<file path="src/rtl/universal_shift_reg_if.sv">
// Bundles the control, data and status signals of universal_shift_reg.
//   master: the side that drives controls/data and observes status (bench, parent)
//   slave : the shift register itself
// Signals: enable, mode[2:0], serial_in_l, serial_in_r, load, par_in[WIDTH],
//          start, count[CNT_W] (to slave); par_out[WIDTH], serial_out_msb,
//          serial_out_lsb, busy, done (from slave).
interface universal_shift_reg_if #(
    parameter int WIDTH = 32,
    parameter int CNT_W = $clog2(WIDTH) + 1
);
    logic             enable;
    logic [2:0]       mode;
    logic             serial_in_l;
    logic             serial_in_r;
    logic             load;
    logic [WIDTH-1:0] par_in;
    logic             start;
    logic [CNT_W-1:0] count;
    logic [WIDTH-1:0] par_out;
    logic             serial_out_msb;
    logic             serial_out_lsb;
    logic             busy;
    logic             done;

    modport master (
        output enable, mode, serial_in_l, serial_in_r, load, par_in, start, count,
        input  par_out, serial_out_msb, serial_out_lsb, busy, done
    );

    modport slave (
        input  enable, mode, serial_in_l, serial_in_r, load, par_in, start, count,
        output par_out, serial_out_msb, serial_out_lsb, busy, done
    );
endinterface

</file>
<file path="src/rtl/universal_shift_reg.sv">
// Universal shift register with manual single shifts and counted burst shifts.
// Ports:
//   clock - rising-edge clock for all state
//   reset - synchronous, active-high; clears register, FSM and burst count
//   bus   - universal_shift_reg_if.slave: enable, mode, serial_in_l/r, load,
//           par_in, start, count in; par_out, serial_out_msb/lsb, busy, done out
// Modes: 000 hold, 001 SHL, 010 SHR, 011 ROL, 100 ROR, 101 ASR, 110/111 hold.
module universal_shift_reg #(
    parameter int WIDTH = 32,
    parameter int CNT_W = $clog2(WIDTH) + 1
) (
    input  logic                   clock,
    input  logic                   reset,
    universal_shift_reg_if.slave   bus
);

    typedef enum logic [1:0] {
        IDLE = 2'd0,
        RUN  = 2'd1,
        DONE = 2'd2
    } state_t;

    typedef enum logic [2:0] {
        MODE_HOLD = 3'b000,
        MODE_SHL  = 3'b001,
        MODE_SHR  = 3'b010,
        MODE_ROL  = 3'b011,
        MODE_ROR  = 3'b100,
        MODE_ASR  = 3'b101
    } mode_t;

    state_t           state_q, state_d;
    logic [WIDTH-1:0] reg_q, reg_d;
    logic [2:0]       run_mode_q, run_mode_d;
    logic [CNT_W-1:0] remaining_q, remaining_d;
    logic [CNT_W-1:0] count_sat;

    function automatic logic [WIDTH-1:0] shift_op(
        input logic [2:0]       m,
        input logic [WIDTH-1:0] r,
        input logic             sl,
        input logic             sr
    );
        logic [WIDTH-1:0] res;
        res = r;
        case (m)
            MODE_SHL: res = {r[WIDTH-2:0], sl};
            MODE_SHR: res = {sr, r[WIDTH-1:1]};
            MODE_ROL: res = {r[WIDTH-2:0], r[WIDTH-1]};
            MODE_ROR: res = {r[0], r[WIDTH-1:1]};
            MODE_ASR: res = {r[WIDTH-1], r[WIDTH-1:1]};
            default:  res = r;  // hold, including the unused 110/111 codes
        endcase
        return res;
    endfunction

    // Requests longer than the register are clamped when latched.
    assign count_sat = (bus.count > CNT_W'(WIDTH)) ? CNT_W'(WIDTH) : bus.count;

    always_ff @(posedge clock) begin
        if (reset) begin
            state_q     <= IDLE;
            reg_q       <= '0;
            run_mode_q  <= '0;
            remaining_q <= '0;
        end else begin
            state_q     <= state_d;
            reg_q       <= reg_d;
            run_mode_q  <= run_mode_d;
            remaining_q <= remaining_d;
        end
    end

    always_comb begin
        state_d     = state_q;
        reg_d       = reg_q;
        run_mode_d  = run_mode_q;
        remaining_d = remaining_q;
        case (state_q)
            IDLE: begin
                if (bus.load) begin
                    reg_d = bus.par_in;
                end else if (bus.start) begin
                    // Latch-only edge: the burst's first shift happens in RUN.
                    run_mode_d  = bus.mode;
                    remaining_d = count_sat;
                    state_d     = (count_sat == '0) ? DONE : RUN;
                end else if (bus.enable) begin
                    reg_d = shift_op(bus.mode, reg_q, bus.serial_in_l, bus.serial_in_r);
                end
            end
            RUN: begin
                if (bus.load) begin
                    reg_d       = bus.par_in;
                    remaining_d = '0;
                    state_d     = IDLE;
                end else if (bus.enable) begin
                    reg_d       = shift_op(run_mode_q, reg_q, bus.serial_in_l, bus.serial_in_r);
                    remaining_d = remaining_q - CNT_W'(1);
                    if (remaining_q == CNT_W'(1)) begin
                        state_d = DONE;
                    end
                end
            end
            DONE: begin
                state_d = IDLE;
            end
            default: begin
                state_d = IDLE;
            end
        endcase
    end

    assign bus.par_out        = reg_q;
    assign bus.serial_out_msb = reg_q[WIDTH-1];
    assign bus.serial_out_lsb = reg_q[0];
    assign bus.busy           = (state_q == RUN);
    assign bus.done           = (state_q == DONE);

endmodule

</file>
<file path="src/flat_wrapper.sv">
// flat-port wrapper written by rule: the top's interface ports become plain ports
module universal_shift_reg_flat 
#(
    parameter int WIDTH = 32,
    parameter int CNT_W = $clog2(WIDTH) + 1
)
  (clock, reset, bus_enable, bus_mode, bus_serial_in_l, bus_serial_in_r, bus_load, bus_par_in, bus_start, bus_count, bus_par_out, bus_serial_out_msb, bus_serial_out_lsb, bus_busy, bus_done);
  universal_shift_reg_if #(.WIDTH(WIDTH), .CNT_W(CNT_W)) bus_i ();
  input  logic clock;
  input  logic reset;
  input wire logic [$bits(bus_i.enable)-1:0] bus_enable;
  input wire logic [$bits(bus_i.mode)-1:0] bus_mode;
  input wire logic [$bits(bus_i.serial_in_l)-1:0] bus_serial_in_l;
  input wire logic [$bits(bus_i.serial_in_r)-1:0] bus_serial_in_r;
  input wire logic [$bits(bus_i.load)-1:0] bus_load;
  input wire logic [$bits(bus_i.par_in)-1:0] bus_par_in;
  input wire logic [$bits(bus_i.start)-1:0] bus_start;
  input wire logic [$bits(bus_i.count)-1:0] bus_count;
  output wire logic [$bits(bus_i.par_out)-1:0] bus_par_out;
  output wire logic [$bits(bus_i.serial_out_msb)-1:0] bus_serial_out_msb;
  output wire logic [$bits(bus_i.serial_out_lsb)-1:0] bus_serial_out_lsb;
  output wire logic [$bits(bus_i.busy)-1:0] bus_busy;
  output wire logic [$bits(bus_i.done)-1:0] bus_done;
  assign bus_i.enable = bus_enable;
  assign bus_i.mode = bus_mode;
  assign bus_i.serial_in_l = bus_serial_in_l;
  assign bus_i.serial_in_r = bus_serial_in_r;
  assign bus_i.load = bus_load;
  assign bus_i.par_in = bus_par_in;
  assign bus_i.start = bus_start;
  assign bus_i.count = bus_count;
  assign bus_par_out = bus_i.par_out;
  assign bus_serial_out_msb = bus_i.serial_out_msb;
  assign bus_serial_out_lsb = bus_i.serial_out_lsb;
  assign bus_busy = bus_i.busy;
  assign bus_done = bus_i.done;
  universal_shift_reg #(.WIDTH(WIDTH), .CNT_W(CNT_W)) u_core (.clock(clock), .reset(reset), .bus(bus_i));
endmodule
</file>
<file path="config.mk">
export PLATFORM = sky130hd
export DESIGN_NAME = universal_shift_reg_flat
export DESIGN_NICKNAME = d
export VERILOG_FILES = /design/src/rtl/universal_shift_reg_if.sv /design/src/rtl/universal_shift_reg.sv /design/src/flat_wrapper.sv
export SDC_FILE = /design/constraint.sdc
export NUM_CORES = 1
export LEC_CHECK = 0
export ABC_AREA = 1
export ABC_CLOCK_PERIOD_IN_PS = 4300
export BUFFER_PORTS_ARGS = -buffer_cell sky130_fd_sc_hd__buf_2
export CAP_MARGIN = 30
export CORE_MARGIN = 1
export CORE_UTILIZATION = 58
export CTS_CLUSTER_DIAMETER = 60
export DETAILED_ROUTE_END_ITERATION = 6
export PLACE_DENSITY = 0.86
export SYNTH_ARGS = -nofsm -noshare
export SYNTH_HDL_FRONTEND = slang
export SYNTH_SLANG_ARGS = --single-unit
</file>
<file path="constraint.sdc">
create_clock -name clock -period 4.3 [get_ports clock]
set_input_delay 0.86 -clock clock [delete_from_list [all_inputs] [get_ports clock]]
set_output_delay 0.86 -clock clock [all_outputs]
set_load 0.02 [all_outputs]
</file>
==> summary.md <==
| Metric | Value |
|---|---|
| Status | `completed` |
| Crit Path Max Fanout | `22` |
| Worst path bufs/invs | `3` |
| Hold EP | `u_core.bus.par_out[18]` |
| CP Capture Type | `primary output` |
| Vias in the first global route | `3541` |
| Yosys cell types | `29` |
| First-pass GRT wire length | `roughly 16000 µm` |
| Clk Latency, worst-skew pair | `0.30 ns` |
| Tmin final | `between 2 and 3 ns` |
| Final Hold Viols | `0` |
| VDD IR max | `~0.20 mV` |
| Unrepaired setup endpoints after global routing | `no` |
| F_max | `about 370 MHz` |
| Period utilization | `0.628` |
| Final TNS setup | `0 ns` |
| CP cell instances | `inv_1 > nor2_2 > buf_4 > buf_2` |
| Worst-margin pin slew | `~0.78 ns` |
| Final GP Congestion | `1.01` |
| Cell Rows | `27` |
| Post-synth top area cell | `dfxtp_1` |
| Die Span X | `78.4 µm` |
| Syn avg cell area | `5.94 µm²` |
| Fillers | `~540` |
| Mapped cell area | `between 3000 and 4000 µm²` |
| Area Growth Syn to Fin | `13.1%` |
| Vias | `~4.0k` |
| Reg2Reg Setup Slack | `2.02 ns` |
| Min-delay worst type | `register to register` |
| N_diodes | `0` |
| IO Pins | `84` |
| Die area | `between 6000 and 7000 µm²` |
| First-pass DRT Iterations | `5` |
| Setup-failing EPs final | `0` |
| Detailed Route Iter0 Violations | `between 300 and 400` |
| DRC | `0` |
| Most common library cells after synthesis | `182 x nand2_1, 65 x a21oi_1, 60 x nand3_1` |
| Max Cap Viol | `0` |
| Total clock buffers created by CTS | `5` |
| Count leader, synth | `nand2_1` |
| Antenna viol nets, final | `0` |
| Delay-heaviest family, CP | `buffers and inverters` |
| Total clock sinks | `between 40 and 50` |
| Port bufs | `83` |
| Fin. max-slew vios | `0` |
| Cells after DPL | `694` |
| CTS root buffer | `clkbuf_8` |
| Pwr per Cell Area | `around 340 nW/µm²` |
| FF-to-FF Start | `u_core.run_mode_q[1]` |
| CORE AREA | `about 5600 µm²` |
| Final nets | `679` |
| EDFF count, synth | `0` |
| Max incr delay on CP | `0.47 ns` |
| # H-tree levels | `2` |
| Initial antenna violation count | `0` |
| Hold path depth | `2` |
| TritonCTS clock tree | `built` |
| HP Start | `u_core.bus.par_out[18]` |
| Initial core utilization | `0.608` |
| Routed WL per cell | `~13 µm` |
| Synth area leaders | `dfxtp_1 25%, nand2_1 20%, a21oi_1 9.6%, nand3_1 8.9%, inv_1 5.9%` |
| Leakage power | `approximately 1.8 nW` |
| Hold buffers post-CTS | `0` |
| Post-Layout Cell Count | `approximately 700` |
| Total GRT Usage | `0.311` |
| Post-detail-place hpwl | `roughly 6400 µm` |
| Resized cells post-CTS | `0` |
| Rel. slew slack | `0.477` |
| R2R Path End | `u_core.bus.par_out[17]` |
| Bufs on Longest Clock Path | `2` |
| CTS clock-pin slew for the worst setup and hold paths | `about 0.080 ns` |
| GRT overflow | `0` |
| Layout cells sized above 1 | `0.200` |
| # Post-CTS Setup Buffers | `0` |
| WP data required | `between 3 and 4 ns` |
| Synthesis warning total | `0` |
| DRT Wirelength | `around 9400 µm` |
| Post-Synthesis Cells | `between 500 and 600` |
| Slowest cell on crit path | `nor2_2` |
| Seq cells post-synth | `43` |
| Clock skew | `between 0.007 and 0.008 ns` |
| Largest net degree at the start of global routing | `between 60 and 70` |
| Synth Flop Type | `dfxtp_1` |
| Vias/cell | `roughly 5.7` |
| Setup CP Type | `register to primary output` |
| Synth Net Count | `about 620` |
| Die height | `between 70 and 80 µm` |
| Async SR Flop Fraction | `0` |
| Cells on worst reg2reg path | `8` |
| Register area share after synthesis | `0.254` |
| Post-synth top area share | `0.254` |
| CP Data Arrival Time | `~1.8 ns` |
| Worst setup SP type | `register` |
-- routing by layer --
layer	share of wire	vias up	wire length [µm]	global-route usage
met5	0	-	0	0
met4	0.019	0	175	0.128
met3	0.088	18	828	0.0523
met2	0.47	230	4430	0.504
met1	0.42	1748	3980	0.409
li1	-	2001	-	-
-- cells by family after synthesis --
kind of cell               Yosys count  synth area share
DFF                                 43             0.254
and+or+nand+nor                    284             0.356
AOI/OAI and AO/OA                  144             0.254
adders and majority gates            2           0.00738
xor gates and xnor gates             1           0.00258
buffers and inverters               97             0.126
-- cell usage in the layout, fill, tap and decap left out, drive strengths merged --
cell type / count
inv: 58
or2: 2
nand3: 61
a211oi: 2
o21ai: 43
a31oi: 3
xor2: 1
nor3: 2
nor2: 26
a21boi: 1
clkbuf: 6
dfxtp: 43
clkinvlp: 1
buf: 90
nand2: 187
a21oi: 65
clkinv: 1
nand4: 6
a32oi: 2
o211ai: 28
ha: 2
-- registers in the layout (all words and copies together) (netlist names) --
| signal | flops |
|---|---|
| u_core.bus.par_out | 32 |
| u_core.remaining_q | 6 |
| u_core.run_mode_q | 3 |
| u_core.state_q | 2 |
-- area by class of cell --
type,count,area [µm²],share of cell area
flip-flops and latches,43,861,0.224
multi-input cells,431,2100,0.548
well taps,72,90.1,0.0235
inverters,58,218,0.0568
repair buffers,90,480,0.125
clock inverters,2,12.5,0.00326
clock buffers,6,72.6,0.0189
-- worst max-delay path by stage --
| stage | startpoint | end | slack (ns) | cells past startpoint |
|---|---|---|---|---|
| global route | u_core.state_q[0] | bus_busy | 1.52 | 4 |
| CTS | u_core.state_q[0] | bus_busy | 1.65 | 4 |
| floorplan | bus_load | u_core.bus.par_out[1] | 2.35 | 10 |
| finish | u_core.state_q[0] | bus_busy | 1.60 | 4 |
| detailed placement | bus_load | u_core.remaining_q[3] | 1.60 | 8 |
| global placement | bus_load | u_core.remaining_q[3] | 1.64 | 8 |
-- per-stage QoR --
| step | util | instance area, µm² | power [mW] | setup slack, ns | hold slack [ns] |
|---|---|---|---|---|---|
| 6_report | 0.688 | 3830 | 1.31 | 1.60 | 0.541 |
| 5_1_grt | 0.688 | 3830 | 1.41 | 1.52 | 0.561 |
| 4_1_cts | 0.688 | 3830 | 1.31 | 1.65 | 0.540 |
| 3_5_place_dp | 0.673 | 3750 | 1.05 | 1.60 | 0.526 |
| 3_3_place_gp | 0.669 | 3730 | 1.03 | 1.64 | 0.522 |
| 2_1_floorplan | - | 3390 | 0.917 | 2.35 | 0.491 |
-- power by group --
part / switching, mW / internal [mW] / total, mW
Sequential: 0.0558 / 0.448 / 0.503
Clock: 0.148 / 0.114 / 0.262
Combinational: 0.354 / 0.195 / 0.549
-- worst min-delay path: cells and delay by family, from the launching register on --
kind | cells | cell delay (ns)
DFF | 1 | 0.36
and+or+nand+nor | 1 | 0.08
AOI/OAI and AO/OA | 1 | 0.06
No activity file was read; power rests on OpenSTA's default activity.
